$ cat config.mk
export PLATFORM = sky130hd
export DESIGN_NAME = axi4s_dwidth_down_conv_flat
export DESIGN_NICKNAME = d
export VERILOG_FILES = /design/src/rtl/axi4s_dwidth_down_conv_pkg.sv /design/src/rtl/axi4s_dwidth_down_conv_if.sv /design/src/rtl/axi4s_dwidth_down_conv.sv /design/src/flat_wrapper.sv
export SDC_FILE = /design/constraint.sdc
export NUM_CORES = 1
export LEC_CHECK = 0
export ABC_CLOCK_PERIOD_IN_PS = 2400
export BUFFER_PORTS_ARGS = -buffer_cell sky130_fd_sc_hd__buf_2
export CAP_MARGIN = 20
export CORE_MARGIN = 3
export CORE_UTILIZATION = 35
export CTS_CLUSTER_DIAMETER = 80
export CTS_CLUSTER_SIZE = 14
export DETAILED_ROUTE_END_ITERATION = 8
export PLACE_DENSITY = 0.63
export REMOVE_ABC_BUFFERS = 1
export SLEW_MARGIN = 20
export SYNTH_ARGS = -nofsm -noshare
export SYNTH_HDL_FRONTEND = slang
export SYNTH_SLANG_ARGS = --single-unit
$ cat constraint.sdc
create_clock -name aclk -period 2.4 [get_ports aclk]
set_input_delay 0.12 -clock aclk [delete_from_list [all_inputs] [get_ports aclk]]
set_output_delay 0.12 -clock aclk [all_outputs]
set_load 0.005 [all_outputs]
$ cat src/rtl/axi4s_dwidth_down_conv_pkg.sv
// Shared definitions for the AXI4-Stream width down-converter: default widths,
// ratio helper, beat-index type and the holding-register state encoding.
package axi4s_dwc_pkg;

    localparam int unsigned DWC_IN_W_DFLT  = 32;
    localparam int unsigned DWC_OUT_W_DFLT = 8;

    function automatic int unsigned dwc_ratio(input int unsigned in_w, input int unsigned out_w);
        return in_w / out_w;
    endfunction

    localparam int unsigned DWC_RATIO_DFLT = dwc_ratio(DWC_IN_W_DFLT, DWC_OUT_W_DFLT);

    typedef logic [$clog2(DWC_RATIO_DFLT)-1:0] dwc_idx_t;

    typedef enum logic {
        DWC_EMPTY = 1'b0,
        DWC_FULL  = 1'b1
    } dwc_state_e;

endpackage

$ cat src/rtl/axi4s_dwidth_down_conv_if.sv
// Minimal AXI4-Stream link (TDATA/TVALID/TREADY only) used on both sides of the converter.
interface axi4s_dwidth_down_conv_if #(
    parameter int unsigned DATA_W = 8
);
    logic [DATA_W-1:0] tdata;
    logic              tvalid;
    logic              tready;

    modport master (output tdata, output tvalid, input tready);
    modport slave  (input tdata, input tvalid, output tready);
endinterface

$ cat src/rtl/axi4s_dwidth_down_conv.sv
// AXI4-Stream width down-converter: holds one wide word and emits it as RATIO
// narrow beats, back-to-back with the next word when both sides keep up.
module axi4s_dwidth_down_conv
    import axi4s_dwc_pkg::*;
#(
    parameter int unsigned IN_WIDTH  = DWC_IN_W_DFLT,
    parameter int unsigned OUT_WIDTH = DWC_OUT_W_DFLT,
    parameter bit          LSB_FIRST = 1'b1
) (
    input  logic                     aclk,
    input  logic                     aresetn,
    axi4s_dwidth_down_conv_if.slave  s_axis,
    axi4s_dwidth_down_conv_if.master m_axis,
    output logic                     busy
);

    localparam int unsigned RATIO = dwc_ratio(IN_WIDTH, OUT_WIDTH);
    localparam int unsigned IDX_W = (RATIO > 1) ? $clog2(RATIO) : 1;

    typedef logic [IDX_W-1:0] idx_t;
    localparam idx_t IDX_LAST = idx_t'(RATIO - 1);

    if ((IN_WIDTH % OUT_WIDTH) != 0 || RATIO < 2) begin : g_bad_cfg
        $error("axi4s_dwidth_down_conv: IN_WIDTH must be a multiple (>=2x) of OUT_WIDTH");
    end

    dwc_state_e          state_q, state_d;
    logic [IN_WIDTH-1:0] hold_q, hold_d;
    idx_t                idx_q, idx_d;
    logic                rst_done_q, rst_done_d;

    logic full;
    logic last_beat;
    logic s_ready;
    logic s_hs;
    logic m_hs;
    idx_t slice_sel;

    always_comb begin
        full      = (state_q == DWC_FULL);
        last_beat = (idx_q == IDX_LAST);
        m_hs      = full & m_axis.tready;
        // The word slot frees up in the same cycle its last beat is taken.
        s_ready   = rst_done_q & (~full | (m_axis.tready & last_beat));
        s_hs      = s_ready & s_axis.tvalid;

        state_d    = state_q;
        hold_d     = hold_q;
        idx_d      = idx_q;
        rst_done_d = 1'b1;

        if (s_hs) begin
            hold_d  = s_axis.tdata;
            idx_d   = '0;
            state_d = DWC_FULL;
        end else if (m_hs) begin
            if (last_beat) begin
                idx_d   = '0;
                state_d = DWC_EMPTY;
            end else begin
                idx_d = idx_t'(idx_q + 1'b1);
            end
        end
    end

    always_ff @(posedge aclk or negedge aresetn) begin
        if (!aresetn) begin
            state_q    <= DWC_EMPTY;
            hold_q     <= '0;
            idx_q      <= '0;
            rst_done_q <= 1'b0;
        end else begin
            state_q    <= state_d;
            hold_q     <= hold_d;
            idx_q      <= idx_d;
            rst_done_q <= rst_done_d;
        end
    end

    always_comb begin
        slice_sel = LSB_FIRST ? idx_q : idx_t'(IDX_LAST - idx_q);
    end

    assign s_axis.tready = s_ready;
    assign m_axis.tvalid = full;
    assign m_axis.tdata  = hold_q[32'(slice_sel) * OUT_WIDTH +: OUT_WIDTH];
    assign busy          = full;

endmodule

$ cat src/flat_wrapper.sv
// flat-port wrapper written by rule: the top's interface ports become plain ports
module axi4s_dwidth_down_conv_flat import axi4s_dwc_pkg::*;
#(
    parameter int unsigned IN_WIDTH  = DWC_IN_W_DFLT,
    parameter int unsigned OUT_WIDTH = DWC_OUT_W_DFLT,
    parameter bit          LSB_FIRST = 1'b1
)
  (aclk, aresetn, busy, s_axis_tdata, s_axis_tvalid, s_axis_tready, m_axis_tdata, m_axis_tvalid, m_axis_tready);
  axi4s_dwidth_down_conv_if #(.DATA_W(32)) s_axis_i ();
  axi4s_dwidth_down_conv_if #(.DATA_W(8)) m_axis_i ();
  input  logic aclk;
  input  logic aresetn;
  output logic busy;
  input wire logic [$bits(s_axis_i.tdata)-1:0] s_axis_tdata;
  input wire logic [$bits(s_axis_i.tvalid)-1:0] s_axis_tvalid;
  output wire logic [$bits(s_axis_i.tready)-1:0] s_axis_tready;
  output wire logic [$bits(m_axis_i.tdata)-1:0] m_axis_tdata;
  output wire logic [$bits(m_axis_i.tvalid)-1:0] m_axis_tvalid;
  input wire logic [$bits(m_axis_i.tready)-1:0] m_axis_tready;
  assign s_axis_i.tdata = s_axis_tdata;
  assign s_axis_i.tvalid = s_axis_tvalid;
  assign s_axis_tready = s_axis_i.tready;
  assign m_axis_tdata = m_axis_i.tdata;
  assign m_axis_tvalid = m_axis_i.tvalid;
  assign m_axis_i.tready = m_axis_tready;
  axi4s_dwidth_down_conv #(.IN_WIDTH(IN_WIDTH), .OUT_WIDTH(OUT_WIDTH), .LSB_FIRST(LSB_FIRST)) u_core (.aclk(aclk), .aresetn(aresetn), .s_axis(s_axis_i), .m_axis(m_axis_i), .busy(busy));
endmodule
==> results of run 1 <==
## cell usage in the layout (no fill, tap or decap), drive strengths merged, types with 2 or more instances in the layout
cell type  Yosys  layout
buf            6      49
dfrtp         36      36
mux2          32      32
mux4           8       8
nand2          6       6
clkbuf         0       6
nor2           2       2
a21oi          2       2
## through the flow
step / power [mW] / util / std cells / cell area [um2]
after floorplan: 1.663 / - / 91 / 1530
after global placement: 1.972 / 0.4453 / 190 / 1858
after detailed placement: 2.029 / 0.4453 / 190 / 1858
after CTS: 2.430 / 0.4663 / 198 / 1946
after global routing: 2.553 / 0.4663 / 198 / 1946
final: 2.385 / 0.4663 / 198 / 1946
## cell families (layout without fill, tap and decap cells)
| logic type | after synthesis | in the layout | share of synthesized area |
|---|---|---|---|
| AOI/OAI and AO/OA | 2 | 2 | 0.01345 |
| adders and majority gates | 1 | 1 | 0.007910 |
| muxes | 41 | 41 | 0.3481 |
| buffers and inverters | 6 | 57 | 0.03244 |
| DFF | 36 | 36 | 0.5696 |
| other | 1 | 1 | 0.002371 |
| and+or+nand+nor | 10 | 10 | 0.02611 |
## how the worst max path moves through the flow
stage | start | end | cells after the start
after floorplan | u_core.idx_q[0]$_DFFE_PN0P_ | u_core.hold_q[0]$_DFFE_PN0P_ | 4
after global placement | u_core.idx_q[0]$_DFFE_PN0P_ | u_core.hold_q[19]$_DFFE_PN0P_ | 5
after detailed placement | u_core.idx_q[0]$_DFFE_PN0P_ | u_core.hold_q[20]$_DFFE_PN0P_ | 5
after CTS | u_core.idx_q[0]$_DFFE_PN0P_ | u_core.hold_q[20]$_DFFE_PN0P_ | 5
after global routing | u_core.idx_q[1]$_DFFE_PN0P_ | u_core.hold_q[19]$_DFFE_PN0P_ | 5
final | u_core.idx_q[0]$_DFFE_PN0P_ | u_core.hold_q[20]$_DFFE_PN0P_ | 5
## worst max-delay path: cells and delay by family (launching register included)
kind / cells / cell delay (ns)
flip-flops: 1 / 0.36
adder cells (fa/ha/maj): 1 / 0.18
AO/OA/AOI/OAI: 1 / 0.45
buffers and inverters: 1 / 0.23
AND/OR/NAND/NOR: 1 / 0.10
multiplexers: 1 / 0.35
## cell usage after synthesis
library cell,n
sky130_fd_sc_hd__ha_1,1
sky130_fd_sc_hd__a21oi_1,1
sky130_fd_sc_hd__mux4_2,8
sky130_fd_sc_hd__mux2_1,2
sky130_fd_sc_hd__a21oi_4,1
sky130_fd_sc_hd__and2_1,1
sky130_fd_sc_hd__nand2_1,6
sky130_fd_sc_hd__buf_4,1
sky130_fd_sc_hd__buf_2,2
sky130_fd_sc_hd__conb_1,1
sky130_fd_sc_hd__nor2_1,2
sky130_fd_sc_hd__nand3_1,1
sky130_fd_sc_hd__buf_6,3
sky130_fd_sc_hd__mux2_2,30
sky130_fd_sc_hd__mux2i_1,1
sky130_fd_sc_hd__dfrtp_1,36
## timing repair
item                                   CTS  global route
endpoints found under the hold margin   36             0
hold buffers                             1             0
setup buffers                            0             0
## layer usage
layer,vias up,track usage,part of all wire
li1,450,-,-
met1,481,0.1405,0.42
met2,37,0.2056,0.51
met3,2,0.03581,0.068
met4,0,0.04098,0.0050
met5,-,0,0
## flip-flops by register name, indices dropped and copies added (netlist names)
name               count
u_core.idx_q           2
u_core.busy            1
u_core.hold_q         32
u_core.rst_done_q      1
## layout make-up
cell class | instances | area (um2)
Fill cell | 376 | 2227
Sequential cell | 36 | 900.9
Multi-Input combinational cell | 55 | 629.4
Timing Repair Buffer | 50 | 275.3
Clock buffer | 6 | 72.57
Tap cell | 50 | 62.56
Clock inverter | 1 | 5.005
## power breakdown
| group | internal [mW] | leakage, nW | switching [mW] |
|---|---|---|---|
| registers | 0.903 | 0.431 | 0.147 |
| clock network | 0.197 | 0.0410 | 0.195 |
| logic | 0.601 | 0.424 | 0.341 |
| total | 1.70 | 0.895 | 0.683 |
==> insert_results.sql, run 1 <==
INSERT INTO impl_metrics (metric_group, metric, value, unit) VALUES
('timing', 'layout_min_cycle_time', '1.798', 'ns'),
('critical_path', 'critPathKind', 'reg2reg', ''),
('critical_path', 'critPathLaunchType', 'flop', ''),
('placement', 'port-buffer-count', '46', ''),
('synth', 'netlist-cell-type-count', '16', ''),
('placement', 'hpwlAfterDp', '2195', 'um'),
('critical_path', 'timing.critical_path.cells', 'ha_1 -> nand2_1 -> a21oi_4 -> buf_12 -> mux2_2', ''),
('synth', 'synth.area.top_cells', 'sky130_fd_sc_hd__dfrtp_1, sky130_fd_sc_hd__mux2_2, sky130_fd_sc_hd__mux4_2, sky130_fd_sc_hd__buf_6, sky130_fd_sc_hd__mux2_1', ''),
('job', 'maxCapViolCount', '0', ''),
('pwr', 'leakage', '0.8954', 'nW'),
('layout', 'drive_gt1_frac', '0.6351', ''),
('synth', 'synthCells', '97', ''),
('pwr', 'max-vdd-ir-drop', '0.5001', 'mV'),
('grt', 'grt_pass1_vias', '1076', ''),
('timing', 'worst_margin_slew', '0.7950', 'ns'),
('grt', 'gr-total-overflow', '0', ''),
('synth', 'ys_warn_count', '0', ''),
('cts', 'clockBufferDepth', '2', ''),
('die', 'io_pins', '47', ''),
('timing', 'max_slew_headroom_at_the_worst_pin', '0.4700', ''),
('die', 'die_w', '73.22', 'um'),
('detailed_routing', 'first_pass_iters', '4', ''),
('cts', 'cts_tree', 'yes', ''),
('synth', 'synth_top_cell_by_area', 'sky130_fd_sc_hd__dfrtp_1', ''),
('critical_path', 'critical_path_arrival', '1.96', 'ns'),
('min_path', 'hold_path_depth', '2', ''),
('detailed_routing', 'total_drc_errors_in_the_routed_layout', '0', ''),
('synth', 'synth_top_cell_area_share', '0.5696', ''),
('min_path', 'hold_path_class', 'in2reg', ''),
('grt', 'global_route_wire_length_before_repair', '4761', 'um'),
('synth', 'synth.ff_latch_count', '36', ''),
('critical_path', 'critPathSlowestCell', 'sky130_fd_sc_hd__a21oi_4', ''),
('cts', 'cts-buffers-inserted', '5', ''),
('grt', 'largest_net_degree_at_the_start_of_global_routing', '37', ''),
('timing', 'setup_total_negative_slack', '0', 'ns'),
('critical_path', 'depth_of_the_most_critical_reg_to_reg_path', '5', ''),
('critical_path', 'worstReg2RegStart', 'u_core.idx_q[0]$_DFFE_PN0P_', ''),
('placement', 'gp_congestion', '0.7368', ''),
('detailed_routing', 'wire_length_reported_by_the_detailed_router', '2980', 'um'),
('die', 'rows', '23', ''),
('synth', 'synth_seq_area_share', '0.5696', ''),
('timing', 'finalWorstSetupSlack', '0.6018', 'ns'),
('critical_path', 'crit_path_end_kind', 'flop', ''),
('synth', 'syn-cell-area', '1582', 'um2'),
('grt', 'antenna_found_initial', '0', ''),
('timing', 'min_period_over_period', '0.7493', ''),
('placement', 'detailedPlace.worstSlack', '0.5976', 'ns'),
('timing', 'report.final.setup_viol', '0', ''),
('die', 'initial_core_util', '0.3790', ''),
('layout', 'flow.area_growth_from_synthesis', '23.02', '%'),
('critical_path', 'timing.critical_path.fanout_max', '22', ''),
('detailed_routing', 'route.vias.total', '970', ''),
('cts', 'htree_num_levels', '2', ''),
('cts', 'cts.reportedPaths.clkPinSlew', '0.07', 'ns'),
('status', 'status', 'finished clean', ''),
('die', 'floorplan.die_area', '5361', 'um2'),
('timing', 'hold_violations', '0', ''),
('critical_path', 'rr_endpoint', 'u_core.hold_q[20]$_DFFE_PN0P_', ''),
('layout', 'num-nets-final', '185', ''),
('die', 'dieHeight', '73.22', 'um'),
('timing', 'slew_viol_final', '0', ''),
('synth', 'synth.avg_cell_area', '16.30', 'um2'),
('die', 'fp.coreArea', '4173', 'um2'),
('cts', 'clock_sink_count', '36', ''),
('critical_path', 'timing.critical_path.required', '2.56', 'ns'),
('detailed_routing', 'drtIter0Drc', '55', ''),
('min_path', 'whs_endpoint', 'u_core.hold_q[3]$_DFFE_PN0P_', ''),
('timing', 'fin_skew', '0.005815', 'ns'),
('timing', 'achievable-frequency', '0.5561', 'GHz'),
('cts', 'insertion_delay', '0.28', 'ns'),
('cts', 'postCtsResizedCells', '0', '');
No activity file was read; power rests on OpenSTA's default activity.
==> run 2, diff against run 1 <==
--- a/config.mk
+++ b/config.mk
@@ -5,7 +5,7 @@
 export SDC_FILE = /design/constraint.sdc
 export NUM_CORES = 1
 export LEC_CHECK = 0
-export ABC_CLOCK_PERIOD_IN_PS = 2400
+export ABC_CLOCK_PERIOD_IN_PS = 1500
 export BUFFER_PORTS_ARGS = -buffer_cell sky130_fd_sc_hd__buf_2
 export CAP_MARGIN = 20
 export CORE_MARGIN = 3
@@ -13,7 +13,7 @@
 export CTS_CLUSTER_DIAMETER = 80
 export CTS_CLUSTER_SIZE = 14
 export DETAILED_ROUTE_END_ITERATION = 8
-export PLACE_DENSITY = 0.63
+export PLACE_DENSITY = 0.65
 export REMOVE_ABC_BUFFERS = 1
 export SLEW_MARGIN = 20
 export SYNTH_ARGS = -nofsm -noshare
==> constraint.sdc (replaced) <==
create_clock -name aclk -period 1.5 [get_ports aclk]
set_input_delay 0.075 -clock aclk [delete_from_list [all_inputs] [get_ports aclk]]
set_output_delay 0.075 -clock aclk [all_outputs]
set_load 0.005 [all_outputs]
==> run 2 against run 1 <==
  * The run now ends with negative setup slack left
  * Critical path depth down 2
  * Hold slack worse by 0.044 ns
  * Sequential share of layout area decreased by 6.8 points
  * Non-clock buffer count rose by 10
  * Clock skew about the same
  * First-iteration DRC count rose by 38%
  * Routed wire length is 25% higher
  * Sequential power grew 66%
  * Critical path type is now reg2out
==> insert_results.sql, run 2 (same netlist as run 1, synthesis figures left out) <==
INSERT INTO impl_metrics (metric_group, metric, value, unit) VALUES
('status', 'status', 'finished, violations left', ''),
('status', 'violations', 'negative setup slack', ''),
('timing', 'setup_repair_after_global_routing_missed_its_margin', 'yes', ''),
('grt', 'gr-total-overflow', '0', ''),
('critical_path', 'critical_path_arrival', '1.50', 'ns'),
('critical_path', 'timing.critical_path.required', '1.42', 'ns'),
('detailed_routing', 'antenna_violation_net_count_after_detailed_routing', '0', ''),
('critical_path', 'crit_path_end_kind', 'output port', ''),
('timing', 'layout_min_cycle_time', '1.579', 'ns'),
('critical_path', 'worst_path_largest_cell_delay', '0.52', 'ns'),
('cts', 'htree_num_levels', '2', ''),
('placement', 'gp_congestion', '0.6582', ''),
('layout', 'layout_commonest_cell', 'sky130_fd_sc_hd__buf_2', ''),
('critical_path', 'timing.critical_path.cells', 'buf_12 -> mux4_2 -> buf_6', ''),
('layout', 'num-nets-final', '195', ''),
('layout', 'largest_register', 'u_core.hold_q', ''),
('pwr', 'powerDensity', '1993', 'nW/um2'),
('cts', 'clockBufferDepth', '2', ''),
('grt', 'grt_pass1_vias', '1162', ''),
('placement', 'hpwlAfterDp', '2371', 'um'),
('cts', 'ctsRootBufferMaster', 'sky130_fd_sc_hd__clkbuf_8', ''),
('pwr', 'max-vdd-ir-drop', '1.065', 'mV'),
('layout', 'diodes', '0', ''),
('critical_path', 'critPathSlowestCell', 'sky130_fd_sc_hd__mux4_2', ''),
('die', 'initial_core_util', '0.3790', ''),
('detailed_routing', 'first_pass_iters', '3', ''),
('critical_path', 'critPathLaunchType', 'flop', ''),
('layout', 'flow.area_growth_from_synthesis', '44.46', '%'),
('timing', 'fin_skew', '0.005385', 'ns'),
('cts', 'cts.reportedPaths.clkPinSlew', '0.07', 'ns'),
('pwr', 'leakage', '1.087', 'nW'),
('cts', 'insertion_delay', '0.28', 'ns'),
('placement', 'detailedPlace.worstSlack', '-0.03218', 'ns'),
('timing', 'worst_hold_margin', '0.02281', 'ns'),
('critical_path', 'critPathKind', 'reg2out', ''),
('die', 'dieHeight', '73.22', 'um'),
('job', 'maxCapViolCount', '0', ''),
('placement', 'port-buffer-count', '46', ''),
('grt', 'antenna_found_initial', '0', ''),
('timing', 'finalWorstSetupSlack', '-0.07927', 'ns'),
('detailed_routing', 'total_drc_errors_in_the_routed_layout', '0', ''),
('layout', 'biggestRegsByFlops', 'u_core.hold_q x32, u_core.idx_q x2', ''),
('layout', 'layoutNonFillerInstCount', '209', ''),
('layout', 'drive_gt1_frac', '0.6855', ''),
('grt', 'largest_net_degree_at_the_start_of_global_routing', '23', ''),
('critical_path', 'timing.critical_path.fanout_max', '10', ''),
('min_path', 'hold_path_class', 'in2reg', ''),
('cts', 'cts_tree', 'yes', ''),
('die', 'fp.coreArea', '4173', 'um2'),
('detailed_routing', 'drtIter0Drc', '76', ''),
('timing', 'min_period_over_period', '1.053', ''),
('layout', 'largest_register_ff_count', '32', ''),
('cts', 'clock_sink_count', '36', ''),
('grt', 'gr-usage-all-layers', '0.1376', ''),
('detailed_routing', 'route.vias.total', '1046', ''),
('die', 'floorplan.die_area', '5361', 'um2'),
('detailed_routing', 'route.detailed.wl_per_inst', '17.84', 'um'),
('detailed_routing', 'wire_length_reported_by_the_detailed_router', '3729', 'um'),
('timing', 'hold_violations', '0', ''),
('placement', 'placed_cells', '193', ''),
('pwr', 'power', '4.554', 'mW'),
('layout', 'layout.cells.most_common_list', 'sky130_fd_sc_hd__buf_2, sky130_fd_sc_hd__dfrtp_1, sky130_fd_sc_hd__mux2_4, sky130_fd_sc_hd__mux4_2, sky130_fd_sc_hd__clkbuf_8', ''),
('critical_path', 'worst-r2r-setup-slack', '-0.02', 'ns'),
('timing', 'slew_viol_final', '0', ''),
('layout', 'layout.filler_cells', '343', ''),
('timing', 'achievable-frequency', '0.6332', 'GHz'),
('die', 'rows', '23', ''),
('die', 'die_w', '73.22', 'um'),
('grt', 'global_route_wire_length_before_repair', '5451', 'um'),
('timing', 'report.final.setup_viol', '22', ''),
('die', 'io_pins', '47', ''),
('detailed_routing', 'route.detailed.vias_per_inst', '5.005', ''),
('cts', 'cts-buffers-inserted', '5', '');
run 2: changes by cell type in the layout (fill, tap and decap cells not counted), sizes merged:
cell and delta:
buf +8, clkinv -1, clkbuf +4
run 2: path summary, 6_finish.rpt:
kind / from / end / depth (start not counted)
max: u_core.idx_q[0]$_DFFE_PN0P_ / m_axis_tdata[4] / 3
max reg2reg: u_core.idx_q[1]$_DFFE_PN0P_ / u_core.hold_q[14]$_DFFE_PN0P_ / 6
min reg2reg: u_core.hold_q[10]$_DFFE_PN0P_ / u_core.hold_q[10]$_DFFE_PN0P_ / 1
max in group asynchronous: aresetn / u_core.hold_q[12]$_DFFE_PN0P_ / 3
min in group asynchronous: aresetn / u_core.hold_q[1]$_DFFE_PN0P_ / 2
min: s_axis_tdata[26] / u_core.hold_q[26]$_DFFE_PN0P_ / 2
run 2: timing repair:
action,4_1_cts,5_1_grt
buffers inserted,2,2
gates resized for setup,5,43
pin swaps,0,2
hold buffers,1,0
hold endpoints to repair,17,0
setup endpoints to repair,37,41
gates cloned,0,3
run 2: per-layer routing:
layer	vias up	share of wire	global-route usage
li1	472	-	-
met1	527	0.43	0.1493
met2	38	0.49	0.2473
met3	9	0.065	0.04545
met4	0	0.018	0.04918
met5	-	0	0
run 2: worst max-delay path, delay by kind of cell, from the launching register on:
family	cells	cell delay, ns
flip-flops	1	0.41
multiplexers	1	0.52
buffers and inverters	2	0.29
run 2: cell type report:
| class | instances | area (um2) | share of cell area |
|---|---|---|---|
| clock buffer | 8 | 90.09 | 0.03943 |
| multi-input combinational | 55 | 769.5 | 0.3368 |
| sequential | 36 | 902.1 | 0.3949 |
| tap | 50 | 62.56 | 0.02738 |
| timing repair buffer | 60 | 460.4 | 0.2015 |
run 2: power by group:
group	internal [mW]	switching (mW)
clock	0.375	0.331
combinational	1.45	0.661
sequential	1.45	0.291
run 2: metrics by stage:
step,TNS [ns],utilization,cell area (um2)
global route,-2.826,0.5475,2285
floorplan,-19.84,-,1530
finish,-0.6620,0.5475,2285
global placement,0,0.4537,1893
CTS,-2.435,0.4855,2026
detailed placement,-0.6443,0.4537,1893
